File: config.mk
export PLATFORM = sky130hd
export DESIGN_NAME = ps2_rx_ctrl
export DESIGN_NICKNAME = d
export VERILOG_FILES = /design/src/rtl/ps2_rx_ctrl.sv
export SDC_FILE = /design/constraint.sdc
export NUM_CORES = 1
export LEC_CHECK = 0
export BUFFER_PORTS_ARGS = -buffer_cell sky130_fd_sc_hd__buf_2
export CAP_MARGIN = 5
export CORE_MARGIN = 1.5
export CORE_UTILIZATION = 35
export DETAILED_ROUTE_END_ITERATION = 12
export GPL_ROUTABILITY_DRIVEN = 0
export PLACE_DENSITY_LB_ADDON = 0.2
export SETUP_SLACK_MARGIN = 0.1
export SLEW_MARGIN = 20
export SYNTH_ARGS = -nofsm -noshare
export SYNTH_HDL_FRONTEND = slang
export SYNTH_SLANG_ARGS = --single-unit
File: constraint.sdc
create_clock -name clk_i -period 2.4 [get_ports clk_i]
set_input_delay 0.48 -clock clk_i [delete_from_list [all_inputs] [get_ports clk_i]]
set_output_delay 0.48 -clock clk_i [all_outputs]
set_load 0.1 [all_outputs]
File: src/rtl/ps2_rx_ctrl.sv
// PS/2 receive controller: synchronise/filter the PS/2 lines, capture 11-bit frames,
// resolve E0/F0 prefixes and buffer make/break entries in a FWFT FIFO. Optional PS2_INHIBIT_EN.
module ps2_rx_ctrl #(
    parameter int TIMEOUT_CYCLES = 50000,
    parameter int FILTER_LEN     = 4,
    parameter int FIFO_AW        = 2
) (
    input  logic               clk_i,
    input  logic               rst_n_i,
    input  logic               ps2_clk_i,
    input  logic               ps2_data_i,
    input  logic               pop_i,
    output logic [7:0]         code_o,
    output logic               brk_o,
    output logic               ext_o,
    output logic               valid_o,
    output logic [FIFO_AW:0]   count_o,
    output logic               err_parity_o,
    output logic               err_frame_o,
    output logic               ovf_o,
    input  logic               err_clr_i
`ifdef PS2_INHIBIT_EN
    ,
    output logic               ps2_clk_oe_o
`endif
);

    localparam int                 DEPTH   = 1 << FIFO_AW;
    localparam logic [FIFO_AW:0]   DEPTH_C = (FIFO_AW + 1)'(DEPTH);
    localparam int                 TW      = $clog2(TIMEOUT_CYCLES);
    localparam logic [TW-1:0]      TO_MAX  = TW'(TIMEOUT_CYCLES - 1);
    localparam logic [3:0]         FLT_MAX = 4'(FILTER_LEN - 1);

    typedef enum logic [1:0] {
        S_IDLE,
        S_DATA,
        S_PARITY,
        S_STOP
    } state_t;

    typedef struct packed {
        logic       ext;
        logic       brk;
        logic [7:0] code;
    } entry_t;

    // ------------------------------------------------------------------
    // Input synchronisers and clock glitch filter
    // ------------------------------------------------------------------
    logic [1:0] clk_sync_q;
    logic [1:0] data_sync_q;
    logic       clk_s;
    logic       data_s;
    logic       clk_filt_q;
    logic [3:0] flt_cnt_q;
    logic       flt_flip;
    logic       sample_evt;

    assign clk_s  = clk_sync_q[1];
    assign data_s = data_sync_q[1];

    // NOTE: sequential state uses non-blocking assignments only, so every flop samples pre-edge values.
    always_ff @(posedge clk_i or negedge rst_n_i) begin
        if (!rst_n_i) begin
            clk_sync_q  <= 2'b11;
            data_sync_q <= 2'b11;
        end else begin
            clk_sync_q  <= {clk_sync_q[0], ps2_clk_i};
            data_sync_q <= {data_sync_q[0], ps2_data_i};
        end
    end

    // The filtered clock flips on the FILTER_LEN-th consecutive differing sample.
    assign flt_flip   = (clk_s != clk_filt_q) && (flt_cnt_q == FLT_MAX);
    assign sample_evt = flt_flip && clk_filt_q;

    always_ff @(posedge clk_i or negedge rst_n_i) begin
        if (!rst_n_i) begin
            clk_filt_q <= 1'b1;
            flt_cnt_q  <= '0;
        end else if (clk_s == clk_filt_q) begin
            flt_cnt_q  <= '0;
        end else if (flt_flip) begin
            clk_filt_q <= ~clk_filt_q;
            flt_cnt_q  <= '0;
        end else begin
            flt_cnt_q  <= flt_cnt_q + 4'd1;
        end
    end

    // ------------------------------------------------------------------
    // Frame FSM
    // ------------------------------------------------------------------
    state_t        state_q, state_d;
    logic [2:0]    bit_cnt_q, bit_cnt_d;
    logic [7:0]    shift_q, shift_d;
    logic          par_q, par_d;
    logic [TW-1:0] to_cnt_q;
    logic          timeout_hit;
    logic          accept_d, accept_q;
    logic [7:0]    byte_q;
    logic          set_frame;
    logic          set_parity;

    assign timeout_hit = (state_q != S_IDLE) && !sample_evt && (to_cnt_q == TO_MAX);

    // NOTE: every always_comb output gets a default first, so no path can infer a latch.
    always_comb begin
        state_d    = state_q;
        bit_cnt_d  = bit_cnt_q;
        shift_d    = shift_q;
        par_d      = par_q;
        accept_d   = 1'b0;
        set_frame  = 1'b0;
        set_parity = 1'b0;
        if (timeout_hit) begin
            state_d   = S_IDLE;
            set_frame = 1'b1;
        end else if (sample_evt) begin
            case (state_q)
                S_IDLE: begin
                    if (!data_s) begin
                        state_d   = S_DATA;
                        bit_cnt_d = '0;
                    end
                end
                S_DATA: begin
                    shift_d   = {data_s, shift_q[7:1]};
                    bit_cnt_d = bit_cnt_q + 3'd1;
                    if (bit_cnt_q == 3'd7) state_d = S_PARITY;
                end
                S_PARITY: begin
                    par_d   = data_s;
                    state_d = S_STOP;
                end
                S_STOP: begin
                    state_d = S_IDLE;
                    if (!data_s)                  set_frame  = 1'b1;
                    else if (!(^{shift_q, par_q})) set_parity = 1'b1;
                    else                          accept_d   = 1'b1;
                end
                default: state_d = S_IDLE;
            endcase
        end
    end

    always_ff @(posedge clk_i or negedge rst_n_i) begin
        if (!rst_n_i) begin
            state_q   <= S_IDLE;
            bit_cnt_q <= '0;
            shift_q   <= '0;
            par_q     <= 1'b0;
            accept_q  <= 1'b0;
            byte_q    <= '0;
        end else begin
            state_q   <= state_d;
            bit_cnt_q <= bit_cnt_d;
            shift_q   <= shift_d;
            par_q     <= par_d;
            accept_q  <= accept_d;
            if (accept_d) byte_q <= shift_q;
        end
    end

    always_ff @(posedge clk_i or negedge rst_n_i) begin
        if (!rst_n_i)                             to_cnt_q <= '0;
        else if (state_q == S_IDLE || sample_evt) to_cnt_q <= '0;
        else if (timeout_hit)                     to_cnt_q <= '0;
        else                                      to_cnt_q <= to_cnt_q + 1'b1;
    end

    // ------------------------------------------------------------------
    // Prefix decode
    // ------------------------------------------------------------------
    logic   ext_q, brk_q;
    logic   push_req;
    entry_t push_entry;

    assign push_req   = accept_q && (byte_q != 8'hE0) && (byte_q != 8'hF0);
    assign push_entry = '{ext: ext_q, brk: brk_q, code: byte_q};

    always_ff @(posedge clk_i or negedge rst_n_i) begin
        if (!rst_n_i) begin
            ext_q <= 1'b0;
            brk_q <= 1'b0;
        end else if (set_frame || set_parity) begin
            ext_q <= 1'b0;
            brk_q <= 1'b0;
        end else if (accept_q) begin
            if (byte_q == 8'hE0) begin
                ext_q <= 1'b1;
            end else if (byte_q == 8'hF0) begin
                brk_q <= 1'b1;
            end else begin
                ext_q <= 1'b0;
                brk_q <= 1'b0;
            end
        end
    end

    // ------------------------------------------------------------------
    // First-word-fall-through FIFO
    // ------------------------------------------------------------------
    entry_t             mem_q [DEPTH];
    logic [FIFO_AW-1:0] wr_ptr_q, rd_ptr_q;
    logic [FIFO_AW:0]   count_q;
    entry_t             last_q;
    entry_t             head;
    logic               full;
    logic               pop_en;
    logic               push_en;
    logic               ovf_set;

    assign full    = (count_q == DEPTH_C);
    assign valid_o = (count_q != '0);
    assign pop_en  = pop_i && valid_o;
    assign push_en = push_req && (!full || pop_en);
    assign ovf_set = push_req && full && !pop_en;

    // NOTE: storage array has no reset; the valid-gated output mux keeps its contents invisible until written.
    always_ff @(posedge clk_i) begin
        if (push_en) mem_q[wr_ptr_q] <= push_entry;
    end

    always_ff @(posedge clk_i or negedge rst_n_i) begin
        if (!rst_n_i) begin
            wr_ptr_q <= '0;
            rd_ptr_q <= '0;
            count_q  <= '0;
            last_q   <= '0;
        end else begin
            if (push_en) wr_ptr_q <= wr_ptr_q + 1'b1;
            if (pop_en) begin
                rd_ptr_q <= rd_ptr_q + 1'b1;
                last_q   <= mem_q[rd_ptr_q];
            end
            case ({push_en, pop_en})
                2'b10:   count_q <= count_q + 1'b1;
                2'b01:   count_q <= count_q - 1'b1;
                default: count_q <= count_q;
            endcase
        end
    end

    // Once drained, the outputs keep showing the last entry popped.
    assign head    = valid_o ? mem_q[rd_ptr_q] : last_q;
    assign code_o  = head.code;
    assign brk_o   = head.brk;
    assign ext_o   = head.ext;
    assign count_o = count_q;

    // ------------------------------------------------------------------
    // Sticky error flags: set wins over clear
    // ------------------------------------------------------------------
    logic err_par_q, err_frm_q, ovf_q;

    always_ff @(posedge clk_i or negedge rst_n_i) begin
        if (!rst_n_i) begin
            err_par_q <= 1'b0;
            err_frm_q <= 1'b0;
            ovf_q     <= 1'b0;
        end else begin
            if (set_parity)     err_par_q <= 1'b1;
            else if (err_clr_i) err_par_q <= 1'b0;
            if (set_frame)      err_frm_q <= 1'b1;
            else if (err_clr_i) err_frm_q <= 1'b0;
            if (ovf_set)        ovf_q     <= 1'b1;
            else if (err_clr_i) ovf_q     <= 1'b0;
        end
    end

    assign err_parity_o = err_par_q;
    assign err_frame_o  = err_frm_q;
    assign ovf_o        = ovf_q;

`ifdef PS2_INHIBIT_EN
    localparam logic [FIFO_AW:0] INHIBIT_LVL = DEPTH_C - 1'b1;

    logic clk_oe_q;

    // Only start holding the clock between frames so a byte is never cut short.
    always_ff @(posedge clk_i or negedge rst_n_i) begin
        if (!rst_n_i)                     clk_oe_q <= 1'b0;
        else if (count_q < INHIBIT_LVL)   clk_oe_q <= 1'b0;
        else if (state_q == S_IDLE)       clk_oe_q <= 1'b1;
    end

    assign ps2_clk_oe_o = clk_oe_q;
`endif

endmodule

==> impl_results.html <==
<table>
<tr><th>Metric</th><th>Value</th></tr>
<tr><th colspan="2">Yosys</th></tr>
<tr><td>Most area-hungry cell type in the Yosys netlist</td><td>dfrtp_1</td></tr>
<tr><td>Post-synthesis cell type count</td><td>44</td></tr>
<tr><td>Cells taking the most area after synthesis</td><td>dfrtp_1 (34%), edfxtp_1 (25%), mux2_2 (4.9%)</td></tr>
<tr><td>Top_reg_cell synth</td><td>dfrtp_1</td></tr>
<tr><td>Total of flip-flops plus latches after synthesis</td><td>110</td></tr>
<tr><td>Synthesis Warnings</td><td>0</td></tr>
<tr><td>Share of Yosys cell area claimed by the top area cell type</td><td>33.68%</td></tr>
<tr><td>Average footprint of a synthesized cell</td><td>13.57 µm²</td></tr>
<tr><td>Share of the yosys chip area belonging to registers</td><td>61.27%</td></tr>
<tr><td>Cell count after synthesis</td><td>356</td></tr>
<tr><td>Asr flop ratio synth</td><td>63.64%</td></tr>
<tr><td>Number of flops mapped to enable cells by yosys</td><td>40</td></tr>
<tr><td>Cell area after technology mapping</td><td>4830 µm²</td></tr>
<tr><td>Post-Syn Nets</td><td>375</td></tr>
<tr><th colspan="2">STA</th></tr>
<tr><td>Max_slew headroom</td><td>57.72%</td></tr>
<tr><td>Final Setup Violations</td><td>0</td></tr>
<tr><td>Hold Vio Cnt, Final</td><td>0</td></tr>
<tr><td>Final cycle utilization of the critical path</td><td>99.17%</td></tr>
<tr><td>Highest clock rate</td><td>420.2 MHz</td></tr>
<tr><td>Tightest Pin Transition</td><td>634.2 ps</td></tr>
<tr><td>Minimum setup slack in the final design</td><td>19.93 ps</td></tr>
<tr><td>Clock Skews</td><td>7.569 ps</td></tr>
<tr><td>Post-route worst hold slack</td><td>155.7 ps</td></tr>
<tr><td>Number of slew-limit violations in the final report</td><td>0</td></tr>
<tr><td>Clock period minus final worst setup slack</td><td>2380 ps</td></tr>
<tr><td>RSZ-0062 raised after global routing</td><td>true</td></tr>
<tr><th colspan="2">Routing</th></tr>
<tr><td>Vias per std cell</td><td>4.778</td></tr>
<tr><td>Total via count after detailed routing</td><td>2,771</td></tr>
<tr><td>DRC violation count after routing</td><td>0</td></tr>
<tr><td>Post-Route M1 WL</td><td>3991 µm</td></tr>
<tr><td>First-pass iteration count of the detailed router</td><td>4</td></tr>
<tr><td>Uppermost signal routing layer after detailed routing</td><td>met4</td></tr>
<tr><td>Met3 WL</td><td>224 µm</td></tr>
<tr><td>Antenna Violating Nets Remaining</td><td>0</td></tr>
<tr><td>Met2 Wirelength</td><td>4432 µm</td></tr>
<tr><td>Total detailed-routing wirelength</td><td>8722 µm</td></tr>
<tr><td>Iter 0 DRT Violations</td><td>85</td></tr>
<tr><td>Average wire per standard cell</td><td>15.04 µm</td></tr>
<tr><th colspan="2">Worst setup path</th></tr>
<tr><td>Maximum fanout along the worst path</td><td>12</td></tr>
<tr><td>Most frequent cell on the critical path</td><td>buf_12</td></tr>
<tr><td>CP peak stage delay</td><td>560 ps</td></tr>
<tr><td>Critical Path Source Type</td><td>register</td></tr>
<tr><td>Arrival time of the worst setup path</td><td>1900 ps</td></tr>
<tr><td>Category of the worst setup path capture point</td><td>output port</td></tr>
<tr><td>CP Cell Sequence</td><td>buf_12 &gt; mux4_2 &gt; mux2_4 &gt; buf_12</td></tr>
<tr><td>Data required, critical path</td><td>1920 ps</td></tr>
<tr><td>Worst Path Class, Setup</td><td>register to output port</td></tr>
<tr><td>Slowest library cell on the worst path</td><td>mux4_2</td></tr>
<tr><td>Critical Path Source</td><td>rd_ptr_q[0]$_DFFE_PN0P_</td></tr>
<tr><td>Worst Reg-to-Reg Cells</td><td>7</td></tr>
<tr><td>R2R Path Start</td><td>byte_q[2]$_DFFE_PN0P_</td></tr>
<tr><th colspan="2">Clocking</th></tr>
<tr><td>Clk Latency, worst-skew pair</td><td>340 ps</td></tr>
<tr><td>Inserted Clock Buffers</td><td>9</td></tr>
<tr><td>Sink Count</td><td>110</td></tr>
<tr><td>Clock-pin slew of the registers on the worst-case setup and hold paths</td><td>70 ps</td></tr>
<tr><td>CTS tree</td><td>yes</td></tr>
<tr><td>Worst-case clock buffer depth</td><td>2</td></tr>
<tr><td>H-tree level count</td><td>3</td></tr>
<tr><td>Buffer type at the clock tree root</td><td>clkbuf_16</td></tr>
<tr><th colspan="2">Cells and area</th></tr>
<tr><td>Area taken by multi-input logic gates</td><td>1817 µm²</td></tr>
<tr><td>Leading cell type in the layout, fill and taps excluded</td><td>dfrtp_1</td></tr>
<tr><td>Finished layout cell area</td><td>5807 µm²</td></tr>
<tr><td>Count of antenna diodes in the layout</td><td>0</td></tr>
<tr><td>Fill count</td><td>1,264</td></tr>
<tr><td>Post-synthesis to final-layout area growth</td><td>20.23%</td></tr>
<tr><td>Flip-flop and latch area</td><td>2967 µm²</td></tr>
<tr><td>Leading cell types in the layout, fill and taps excluded</td><td>dfrtp_1 (61), nand2_1 (49), edfxtp_1 (40)</td></tr>
<tr><td>Final Non-Filler Cells</td><td>580</td></tr>
<tr><td>Total number of nets in the final design</td><td>418</td></tr>
<tr><td>Ratio of cells with drive above 1 in the final layout</td><td>27.97%</td></tr>
<tr><td>Final core utilization</td><td>43.50%</td></tr>
<tr><th colspan="2">Power and ir drop</th></tr>
<tr><td>Internal Dissipation</td><td>3943 µW</td></tr>
<tr><td>Clock Power Share</td><td>22.7%</td></tr>
<tr><td>Switch share</td><td>37.84%</td></tr>
<tr><td>Total power per unit cell area</td><td>1092 nW/µm²</td></tr>
<tr><td>Share of power burned in combinational logic</td><td>42.0%</td></tr>
<tr><td>Relative contribution of sequential cells to total power</td><td>35.4%</td></tr>
<tr><td>Power spent charging and discharging nets</td><td>2400 µW</td></tr>
<tr><td>Worst vdd ir</td><td>392.5 µV</td></tr>
<tr><td>Leakage dissipation</td><td>0.002456 µW</td></tr>
<tr><th colspan="2">Global routing</th></tr>
<tr><td>Pin count of the biggest net entering global routing</td><td>31</td></tr>
<tr><td>Total global routing overflow</td><td>0</td></tr>
<tr><td>Initial antenna violation count</td><td>0</td></tr>
<tr><td>First-pass GRT wire length</td><td>14,660 µm</td></tr>
<tr><td>Vias in the first global route</td><td>2,922</td></tr>
<tr><td>Overall track demand over capacity in global routing</td><td>12.95%</td></tr>
<tr><th colspan="2">Placement</th></tr>
<tr><td>Number of placed instances with taps included</td><td>559</td></tr>
<tr><td>Placement Setup Slack</td><td>83.33 ps</td></tr>
<tr><td>Number of I/O port buffers</td><td>22</td></tr>
<tr><td>Cell area after placement</td><td>5416 µm²</td></tr>
<tr><td>Post-detail-place hpwl</td><td>6041 µm</td></tr>
<tr><th colspan="2">Floorplan</th></tr>
<tr><td>FP Rows</td><td>42</td></tr>
<tr><td>Chip Width</td><td>120.5 µm</td></tr>
<tr><td>Number of placed I/O pins</td><td>23</td></tr>
<tr><td>Starting utilization of the core area</td><td>36.18%</td></tr>
<tr><td>Area of the die</td><td>14,510 µm²</td></tr>
<tr><td>Core region area</td><td>13,350 µm²</td></tr>
<tr><td>Die outline height</td><td>120.5 µm</td></tr>
<tr><th colspan="2">Worst hold path</th></tr>
<tr><td>Min-delay worst type</td><td>primary input to async pin</td></tr>
<tr><th colspan="2">Status</th></tr>
<tr><td>Outcome</td><td>finished clean</td></tr>
<tr><th colspan="2">Run</th></tr>
<tr><td>Max capacitance violation total</td><td>0</td></tr>
</table>
==> worst paths after layout <==
| check | slack (ps) | end |
|---|---|---|
| setup / recovery | 20 | code_o[2] |
| hold / removal | 160 | last_q[2]$_DFFE_PN0P_ |
| setup reg to reg | 210 | count_o[2]$_DFFE_PN0P_ |
| hold reg to reg | 360 | data_sync_q[1]$_DFF_PN1_ |
| max in group asynchronous | 1530 | byte_q[2]$_DFFE_PN0P_ |
| min in group clk_i | 230 | clk_sync_q[0]$_DFF_PN1_ |
==> routing by layer <==
metal / track usage (%) / vias to the layer above
met5: 0 / -
met4: 3.750 / 0
met2: 21.77 / 28
met3: 3.066 / 6
met1: 16.72 / 1397
li1: - / 1340
==> critical path: cells and delay by family (launching register included) <==
kind     cells  cell delay [ps]
mux          2              850
flops        1              370
buf+inv      2              330
==> cell usage after synthesis (3+ instances only) <==
library cell and instances:
clkbuf_1 5, a21oi_1 6, nand2_1 49, ha_1 12
xnor2_1 21, nand3_1 14, o21ai_0 4, edfxtp_1 40
nor3_1 4, mux2_2 21, dfstp_2 5, mux4_2 10
dfrtp_1 65, nand2b_1 3, nor2_1 22, and3_1 6
inv_1 13, buf_2 5, xor2_1 7, mux2_4 7
and2_1 5
==> area by class of cell <==
cell class	count	share of cell area, %
Tap cell	176	3.792
Multi-Input combinational cell	222	31.29
Clock buffer	10	3.943
Timing Repair Buffer	43	8.145
Clock inverter	6	0.9050
Sequential cell	110	51.09
Inverter	13	0.8403
==> metrics by stage <==
step	TNS (ps)	total power, µW
after floorplan	0	4090
after global placement	0	4789
after detailed placement	0	4830
after CTS	-15.23	6352
after global routing	-76.26	6620
final	0	6343
==> kinds of logic (layout without fill, tap and decap cells) <==
kind of cell	after synthesis	in the layout	share of synthesized area [%]
xor gates and xnor gates	29	29	5.596
and+or+nand+nor	120	120	11.99
DFF	110	110	61.27
adders and majority gates	13	13	3.523
buffers and inverters	24	72	2.332
AOI/OAI and AO/OA	20	20	3.135
muxes	40	40	12.15
==> timing repair <==
action | in CTS | in global routing
cloned | 0 | 1
endpoints found under the setup margin | 11 | 11
resized for setup | 7 | 7
setup buffers | 1 | 3
pin swaps | 0 | 3
hold buffers | 0 | 0
==> sequential cells by signal, indices dropped and copies added (netlist names), 3 cells and up <==
register	flops
mem_q	40
to_cnt_q	16
last_q	10
byte_q	8
shift_q	8
flt_cnt_q	4
bit_cnt_q	3
count_o	3
==> power by group through the flow <==
stage          logic [µW]  registers, µW  clock network (µW)
3_3_place_gp         2510           2270                   0
6_report             2660           2240                1440
4_1_cts              2620           2240                1480
3_5_place_dp         2550           2280                   0
5_1_grt              2800           2270                1550
2_1_floorplan        1640           2450                   0
Note: power is estimated with default switching activity, not from simulation.
